File: src/rtl/cdb_broadcaster_if.sv
// Bundle of issue, result, acknowledge and broadcast signals between the
// execution units and the CDB broadcaster.
interface cdb_broadcaster_if #(
    parameter int DATA_W = 32,
    parameter int TAG_W  = 6
);
    logic              issue_int;
    logic              issue_ls;
    logic              issue_mult;
    logic              issue_div;

    logic              int_valid;
    logic [TAG_W-1:0]  int_tag;
    logic [DATA_W-1:0] int_data;
    logic              ls_valid;
    logic [TAG_W-1:0]  ls_tag;
    logic [DATA_W-1:0] ls_data;
    logic              mult_valid;
    logic [TAG_W-1:0]  mult_tag;
    logic [DATA_W-1:0] mult_data;
    logic              div_valid;
    logic [TAG_W-1:0]  div_tag;
    logic [DATA_W-1:0] div_data;

    logic              int_ack;
    logic              ls_ack;
    logic              mult_ack;
    logic              div_ack;

    logic              cdb_valid;
    logic [TAG_W-1:0]  cdb_tag;
    logic [DATA_W-1:0] cdb_data;
    logic [6:0]        owner_status;
    logic              err_collision;
    logic              err_missing;
    logic              err_unexpected;

    modport master (
        output issue_int, issue_ls, issue_mult, issue_div,
        output int_valid, int_tag, int_data, ls_valid, ls_tag, ls_data,
        output mult_valid, mult_tag, mult_data, div_valid, div_tag, div_data,
        input  int_ack, ls_ack, mult_ack, div_ack,
        input  cdb_valid, cdb_tag, cdb_data, owner_status,
        input  err_collision, err_missing, err_unexpected
    );

    modport slave (
        input  issue_int, issue_ls, issue_mult, issue_div,
        input  int_valid, int_tag, int_data, ls_valid, ls_tag, ls_data,
        input  mult_valid, mult_tag, mult_data, div_valid, div_tag, div_data,
        output int_ack, ls_ack, mult_ack, div_ack,
        output cdb_valid, cdb_tag, cdb_data, owner_status,
        output err_collision, err_missing, err_unexpected
    );
endinterface

File: src/rtl/cdb_broadcaster.sv
// Mirrors the issue unit's CDB slot reservations with owner IDs, acks the
// owning FU's result when its slot matures and drives a registered broadcast.
module cdb_broadcaster #(
    parameter int DATA_W = 32,
    parameter int TAG_W  = 6
) (
    input logic              clk,
    input logic              rst,
    cdb_broadcaster_if.slave bus
);
    localparam logic [2:0] OWN_NONE = 3'd0;
    localparam logic [2:0] OWN_INT  = 3'd1;
    localparam logic [2:0] OWN_LS   = 3'd2;
    localparam logic [2:0] OWN_MULT = 3'd3;
    localparam logic [2:0] OWN_DIV  = 3'd4;

    logic [6:0][2:0]   owner_q, owner_d;
    logic [2:0]        sel;
    logic              collision, missing, unexpected, sel_valid, ack_any;
    logic [TAG_W-1:0]  bc_tag;
    logic [DATA_W-1:0] bc_data;

    logic              cdb_valid_q;
    logic [TAG_W-1:0]  cdb_tag_q;
    logic [DATA_W-1:0] cdb_data_q;
    logic              err_collision_q, err_missing_q, err_unexpected_q;

    // Owner shift register; an existing owner always beats a new issue.
    always_comb begin
        owner_d[6] = bus.issue_div ? OWN_DIV : OWN_NONE;
        owner_d[5] = owner_q[6];
        owner_d[4] = owner_q[5];
        owner_d[3] = (bus.issue_mult && owner_q[4] == OWN_NONE) ? OWN_MULT : owner_q[4];
        owner_d[2] = owner_q[3];
        owner_d[1] = owner_q[2];
        if (owner_q[1] == OWN_NONE && bus.issue_int) begin
            owner_d[0] = OWN_INT;
        end else if (owner_q[1] == OWN_NONE && bus.issue_ls) begin
            owner_d[0] = OWN_LS;
        end else begin
            owner_d[0] = owner_q[1];
        end
        collision = (bus.issue_mult && owner_q[4] != OWN_NONE)
                 || ((bus.issue_int || bus.issue_ls) && owner_q[1] != OWN_NONE)
                 || (bus.issue_int && bus.issue_ls);
    end

    assign sel = owner_q[0];

    always_comb begin
        sel_valid = 1'b0;
        bc_tag    = bus.int_tag;
        bc_data   = bus.int_data;
        case (sel)
            OWN_INT:  sel_valid = bus.int_valid;
            OWN_LS: begin
                sel_valid = bus.ls_valid;
                bc_tag    = bus.ls_tag;
                bc_data   = bus.ls_data;
            end
            OWN_MULT: begin
                sel_valid = bus.mult_valid;
                bc_tag    = bus.mult_tag;
                bc_data   = bus.mult_data;
            end
            OWN_DIV: begin
                sel_valid = bus.div_valid;
                bc_tag    = bus.div_tag;
                bc_data   = bus.div_data;
            end
            default: sel_valid = 1'b0;
        endcase
        ack_any    = (sel != OWN_NONE) && sel_valid;
        missing    = (sel != OWN_NONE) && !sel_valid;
        unexpected = (bus.int_valid && sel != OWN_INT) || (bus.ls_valid && sel != OWN_LS)
                  || (bus.mult_valid && sel != OWN_MULT) || (bus.div_valid && sel != OWN_DIV);
    end

    assign bus.int_ack  = (sel == OWN_INT)  && bus.int_valid;
    assign bus.ls_ack   = (sel == OWN_LS)   && bus.ls_valid;
    assign bus.mult_ack = (sel == OWN_MULT) && bus.mult_valid;
    assign bus.div_ack  = (sel == OWN_DIV)  && bus.div_valid;

    always_ff @(posedge clk) begin
        if (rst) begin
            owner_q          <= '0;
            cdb_valid_q      <= 1'b0;
            cdb_tag_q        <= '0;
            cdb_data_q       <= '0;
            err_collision_q  <= 1'b0;
            err_missing_q    <= 1'b0;
            err_unexpected_q <= 1'b0;
        end else begin
            owner_q          <= owner_d;
            cdb_valid_q      <= ack_any;
            if (ack_any) begin
                cdb_tag_q  <= bc_tag;
                cdb_data_q <= bc_data;
            end
            err_collision_q  <= collision;
            err_missing_q    <= missing;
            err_unexpected_q <= unexpected;
        end
    end

    always_comb begin
        for (int i = 0; i < 7; i++) begin
            bus.owner_status[i] = (owner_q[i] != OWN_NONE);
        end
    end

    assign bus.cdb_valid      = cdb_valid_q;
    assign bus.cdb_tag        = cdb_tag_q;
    assign bus.cdb_data       = cdb_data_q;
    assign bus.err_collision  = err_collision_q;
    assign bus.err_missing    = err_missing_q;
    assign bus.err_unexpected = err_unexpected_q;
endmodule
File: src/flat_wrapper.sv
// flat-port wrapper written by rule: the top's interface ports become plain ports
module cdb_broadcaster_flat 
#(
    parameter int DATA_W = 32,
    parameter int TAG_W  = 6
)
  (clk, rst, bus_issue_int, bus_issue_ls, bus_issue_mult, bus_issue_div, bus_int_valid, bus_int_tag, bus_int_data, bus_ls_valid, bus_ls_tag, bus_ls_data, bus_mult_valid, bus_mult_tag, bus_mult_data, bus_div_valid, bus_div_tag, bus_div_data, bus_int_ack, bus_ls_ack, bus_mult_ack, bus_div_ack, bus_cdb_valid, bus_cdb_tag, bus_cdb_data, bus_owner_status, bus_err_collision, bus_err_missing, bus_err_unexpected);
  cdb_broadcaster_if #(.DATA_W(DATA_W), .TAG_W(TAG_W)) bus_i ();
  input logic clk;
  input logic rst;
  input wire logic [$bits(bus_i.issue_int)-1:0] bus_issue_int;
  input wire logic [$bits(bus_i.issue_ls)-1:0] bus_issue_ls;
  input wire logic [$bits(bus_i.issue_mult)-1:0] bus_issue_mult;
  input wire logic [$bits(bus_i.issue_div)-1:0] bus_issue_div;
  input wire logic [$bits(bus_i.int_valid)-1:0] bus_int_valid;
  input wire logic [$bits(bus_i.int_tag)-1:0] bus_int_tag;
  input wire logic [$bits(bus_i.int_data)-1:0] bus_int_data;
  input wire logic [$bits(bus_i.ls_valid)-1:0] bus_ls_valid;
  input wire logic [$bits(bus_i.ls_tag)-1:0] bus_ls_tag;
  input wire logic [$bits(bus_i.ls_data)-1:0] bus_ls_data;
  input wire logic [$bits(bus_i.mult_valid)-1:0] bus_mult_valid;
  input wire logic [$bits(bus_i.mult_tag)-1:0] bus_mult_tag;
  input wire logic [$bits(bus_i.mult_data)-1:0] bus_mult_data;
  input wire logic [$bits(bus_i.div_valid)-1:0] bus_div_valid;
  input wire logic [$bits(bus_i.div_tag)-1:0] bus_div_tag;
  input wire logic [$bits(bus_i.div_data)-1:0] bus_div_data;
  output wire logic [$bits(bus_i.int_ack)-1:0] bus_int_ack;
  output wire logic [$bits(bus_i.ls_ack)-1:0] bus_ls_ack;
  output wire logic [$bits(bus_i.mult_ack)-1:0] bus_mult_ack;
  output wire logic [$bits(bus_i.div_ack)-1:0] bus_div_ack;
  output wire logic [$bits(bus_i.cdb_valid)-1:0] bus_cdb_valid;
  output wire logic [$bits(bus_i.cdb_tag)-1:0] bus_cdb_tag;
  output wire logic [$bits(bus_i.cdb_data)-1:0] bus_cdb_data;
  output wire logic [$bits(bus_i.owner_status)-1:0] bus_owner_status;
  output wire logic [$bits(bus_i.err_collision)-1:0] bus_err_collision;
  output wire logic [$bits(bus_i.err_missing)-1:0] bus_err_missing;
  output wire logic [$bits(bus_i.err_unexpected)-1:0] bus_err_unexpected;
  assign bus_i.issue_int = bus_issue_int;
  assign bus_i.issue_ls = bus_issue_ls;
  assign bus_i.issue_mult = bus_issue_mult;
  assign bus_i.issue_div = bus_issue_div;
  assign bus_i.int_valid = bus_int_valid;
  assign bus_i.int_tag = bus_int_tag;
  assign bus_i.int_data = bus_int_data;
  assign bus_i.ls_valid = bus_ls_valid;
  assign bus_i.ls_tag = bus_ls_tag;
  assign bus_i.ls_data = bus_ls_data;
  assign bus_i.mult_valid = bus_mult_valid;
  assign bus_i.mult_tag = bus_mult_tag;
  assign bus_i.mult_data = bus_mult_data;
  assign bus_i.div_valid = bus_div_valid;
  assign bus_i.div_tag = bus_div_tag;
  assign bus_i.div_data = bus_div_data;
  assign bus_int_ack = bus_i.int_ack;
  assign bus_ls_ack = bus_i.ls_ack;
  assign bus_mult_ack = bus_i.mult_ack;
  assign bus_div_ack = bus_i.div_ack;
  assign bus_cdb_valid = bus_i.cdb_valid;
  assign bus_cdb_tag = bus_i.cdb_tag;
  assign bus_cdb_data = bus_i.cdb_data;
  assign bus_owner_status = bus_i.owner_status;
  assign bus_err_collision = bus_i.err_collision;
  assign bus_err_missing = bus_i.err_missing;
  assign bus_err_unexpected = bus_i.err_unexpected;
  cdb_broadcaster #(.DATA_W(DATA_W), .TAG_W(TAG_W)) u_core (.clk(clk), .rst(rst), .bus(bus_i));
endmodule
File: config.mk
export PLATFORM = sky130hd
export DESIGN_NAME = cdb_broadcaster_flat
export DESIGN_NICKNAME = d
export VERILOG_FILES = /design/src/rtl/cdb_broadcaster_if.sv /design/src/rtl/cdb_broadcaster.sv /design/src/flat_wrapper.sv
export SDC_FILE = /design/constraint.sdc
export NUM_CORES = 1
export LEC_CHECK = 0
export CAP_MARGIN = 20
export CORE_MARGIN = 3
export CORE_UTILIZATION = 39
export DETAILED_ROUTE_END_ITERATION = 8
export PLACE_DENSITY = 0.88
export SLEW_MARGIN = 20
export SYNTH_ARGS = -nofsm -noshare
export SYNTH_HDL_FRONTEND = slang
export SYNTH_SLANG_ARGS = --single-unit
File: constraint.sdc
create_clock -name clk -period 2.6 [get_ports clk]
set_input_delay 0.26 -clock clk [delete_from_list [all_inputs] [get_ports clk]]
set_output_delay 0.26 -clock clk [all_outputs]
set_load 0.005 [all_outputs]
==> metrics.md <==
| Metric | Value |
|---|---|
| Synth area leaders | `dfxtp_1 (35%), o221ai_2 (14%), mux2i_1 (12%), nand3b_1 (7.2%), o21ai_1 (4.8%)` |
| Buffers added on ports | `between 200 and 250` |
| Routability cong. | `0.803` |
| Hold-fix buffers, CTS | `0` |
| Worst path arrival time | `a little under 2000 ps` |
| Crit Path Class | `reg -> out` |
| Fin util | `69.0%` |
| Worst Tran Pin Value | `between 500 and 600 ps` |
| First-pass GRT wire length | `~16,000 microns` |
| Area delta synth->final | `71.2%` |
| Initial antenna violation count | `1` |
| Full die area | `9140 sq um` |
| Crit Path Max Fanout | `10` |
| Slowest-stage cell, CP | `clkdlybuf4s50_1` |
| FF/Latch Area | `1080 sq um` |
| Clock network latency to the later pin of the worst-skew pair | `~290 ps` |
| Net count after synthesis | `487` |
| Total Neg Setup Slack | `0 ps` |
| Synth Instances | `325` |
| Vias in the first global route | `roughly 3,400` |
| Finished Layout Cells | `623` |
| Die Ht | `95.6 microns` |
| Antenna diodes | `0` |
| HP Class | `in -> reg` |
| Total vias in the final route | `between 3,000 and 4,000` |
| RSZ-0062 raised after global routing | `false` |
| Final Cell Area | `approximately 5400 sq um` |
| NetSw | `0.000504 W` |
| # rows | `32` |
| Yosys cell types | `36` |
| Largest area contributor in the netlist | `dfxtp_1` |
| Status | `finished, final reports clean` |
| Max Slew Vio Count | `0` |
| Dpl cells | `616` |
| Multi-input gate area | `approximately 1800 sq um` |
| Nets | `683` |
| Vias/cell | `5.26` |
| CTS Root Cell | `clkbuf_8` |
| CP cell instances | `nand2b_1 > nor3b_1 > clkdlybuf4s50_1` |
| Htree depth | `2` |
| Crit end category | `output pin` |
| Post-CTS resize count | `0` |
| WL/cell | `17.2 microns` |
| Async SR Flop Fraction | `0%` |
| Die width | `95.6 microns` |
| Drc violations | `0` |
| DR pass1 iterations | `4` |
| # clock sinks | `54` |
| Core area | `slightly below 8000 sq um` |
| Filler Cells Inserted | `650` |
| Sequential Power Share | `a little under half` |
| Normalized max-slew margin | `approximately 61%` |
| Routed WL | `10,700 microns` |
| TritonCTS Buffers | `5` |
| Post-synth top area share | `34.5%` |
| HPWL after DPL | `8510 microns` |
| Final worst-path cycle share | `86.2%` |
| EDFF count, synth | `0` |
| Max incr delay on CP | `540 ps` |
| Final setup viols | `0` |
| Post-layout min period | `2240 ps` |
| Fmax | `446 MHz` |
| Initial Util | `40.3%` |
| Area after DPL | `5280 sq um` |
| VDD IR max | `~0.00025 V` |
| Largest net degree at the start of global routing | `54` |
| Avg Inst Size Synth | `roughly 9.6 sq um` |
| IO Pins | `around 220` |
| Number of DRC markers in iteration 0 | `56` |
| Yosys warning total | `0` |
| Clock share of power | `between 20 and 25%` |
| Netlist Area Pre-Place | `roughly 3100 sq um` |
| Skew final | `5.22 ps` |
| Internal | `0.00148 W` |
| Post-route ant nets | `0` |
| Worst endpoint required time | `2340 ps` |
| Seq/Total Area, Yosys | `~35%` |
| CTS clk-pin slew, worst paths | `90 ps` |
| Synth Flop Type | `dfxtp_1` |
| Final hold violation count | `0` |
| Tot GR Track Use | `a little under a quarter` |
| CTS tree | `yes` |
| Leak | `~1.9 nW` |
| Max Cap Viol | `0` |
| CP Launch Type | `flop` |
| Combinational share of power | `32.2%` |
| Share of cells above drive strength 1 | `11.7%` |
| Net Sw Frac | `25.4%` |
| Pwr Density | `370 nW/um^2` |
| Post CTS Setup Buffer Count | `0` |
| Seq cells post-synth | `54` |
| GRT Residual Overflow | `0` |
| CTS Buffer Depth | `2` |
==> path summary, 6_finish.rpt <==
| check | startpoint | end | slack, ps | depth (start not counted) |
|---|---|---|---|---|
| worst max register to register | u_core.sel[1] | u_core.bus.cdb_data[8] | 700 | 6 |
| worst min-delay path | rst | u_core.bus.cdb_valid | 440 | 3 |
| worst max-delay path | u_core.sel[1] | bus_ls_ack | 360 | 3 |
| worst min register to register | u_core.owner_d[6] | u_core.owner_d[4] | 470 | 1 |
==> flip-flops by register name, indices dropped and copies added, names as in the netlist <==
| register | count |
|---|---|
| u_core.bus.cdb_data | 32 |
| u_core.bus.cdb_valid | 1 |
| u_core.bus.err_unexpected | 1 |
| u_core.owner_q | 3 |
| u_core.bus.err_missing | 1 |
| u_core.bus.err_collision | 1 |
| u_core.bus.cdb_tag | 6 |
| u_core.owner_d | 6 |
| u_core.sel | 3 |
==> synth_stat cells, types with 2 or more instances <==
library cell,n
a21oi_1,5
a221oi_1,8
nand2_1,30
clkbuf_1,10
nor3b_1,3
or2_2,2
o21ai_1,30
buf_6,7
o221ai_2,30
buf_4,5
a211oi_1,8
mux2i_1,38
buf_2,13
nand3b_1,30
o22ai_1,2
nor2b_1,9
nor2_1,23
dfxtp_1,54
==> layout by cell type, fill, tap and decap left out, types with 2 or more instances in the layout <==
cell             instances
a21oi_1                  5
nor2b_1                  8
a211oi_1                 7
o221ai_2                30
clkdlybuf4s50_1        213
nand3b_1                30
clkbuf_8                 5
dfxtp_1                 53
or2_2                    2
nand2_1                 30
o21ai_1                 30
buf_4                    9
mux2i_1                 38
o22ai_1                  2
a221oi_1                 8
nor3b_1                  3
nor2_1                  23
==> cell type report <==
cell class                      count  area share, %
Timing Repair Buffer              224           41.5
Multi-Input combinational cell    234           34.3
Sequential cell                    54           20.2
Tap cell                          102           2.38
Clock buffer                        6           1.35
Clock inverter                      1          0.140
Inverter                            2          0.140
==> kinds of logic after synthesis <==
family	count (synthesis)	share of synthesized area (%)
AO/OA/AOI/OAI	86	25.4
flip-flops	54	34.5
buffers and inverters	37	7.23
adder cells (fa/ha/maj)	1	0.320
AND/OR/NAND/NOR	108	20.0
multiplexers	39	12.5
==> critical path, delay by kind of cell, from the launching register on <==
family,cells,cell delay (ps)
buf+inv,1,540
flops,1,520
simple gates,2,630
==> routing by layer <==
metal | vias up | part of all wire, % | GRT usage, %
met5 | - | 0.065 | 0
met4 | 2 | 2.0 | 8.41
met3 | 18 | 11 | 6.00
met2 | 156 | 52 | 41.3
met1 | 1499 | 36 | 24.7
li1 | 1600 | - | -
==> power groups by stage <==
stage          clock, W  sequential [W]  combinational (W)
2_1_floorplan         0        0.000922           0.000246
3_3_place_gp          0        0.000921           0.000630
3_5_place_dp          0        0.000923           0.000645
4_1_cts        0.000456        0.000904           0.000647
5_1_grt        0.000485        0.000911           0.000689
6_report       0.000439        0.000904           0.000639
==> per-stage QoR <==
stage | hold slack [ps] | total power [W] | setup WS [ps]
5_1_grt | 456 | 0.00208 | 218
4_1_cts | 432 | 0.00201 | 339
3_3_place_gp | 435 | 0.00155 | 608
3_5_place_dp | 458 | 0.00157 | 535
2_1_floorplan | 388 | 0.00117 | 1030
6_report | 436 | 0.00198 | 358
(Power assumes the default switching activity.)
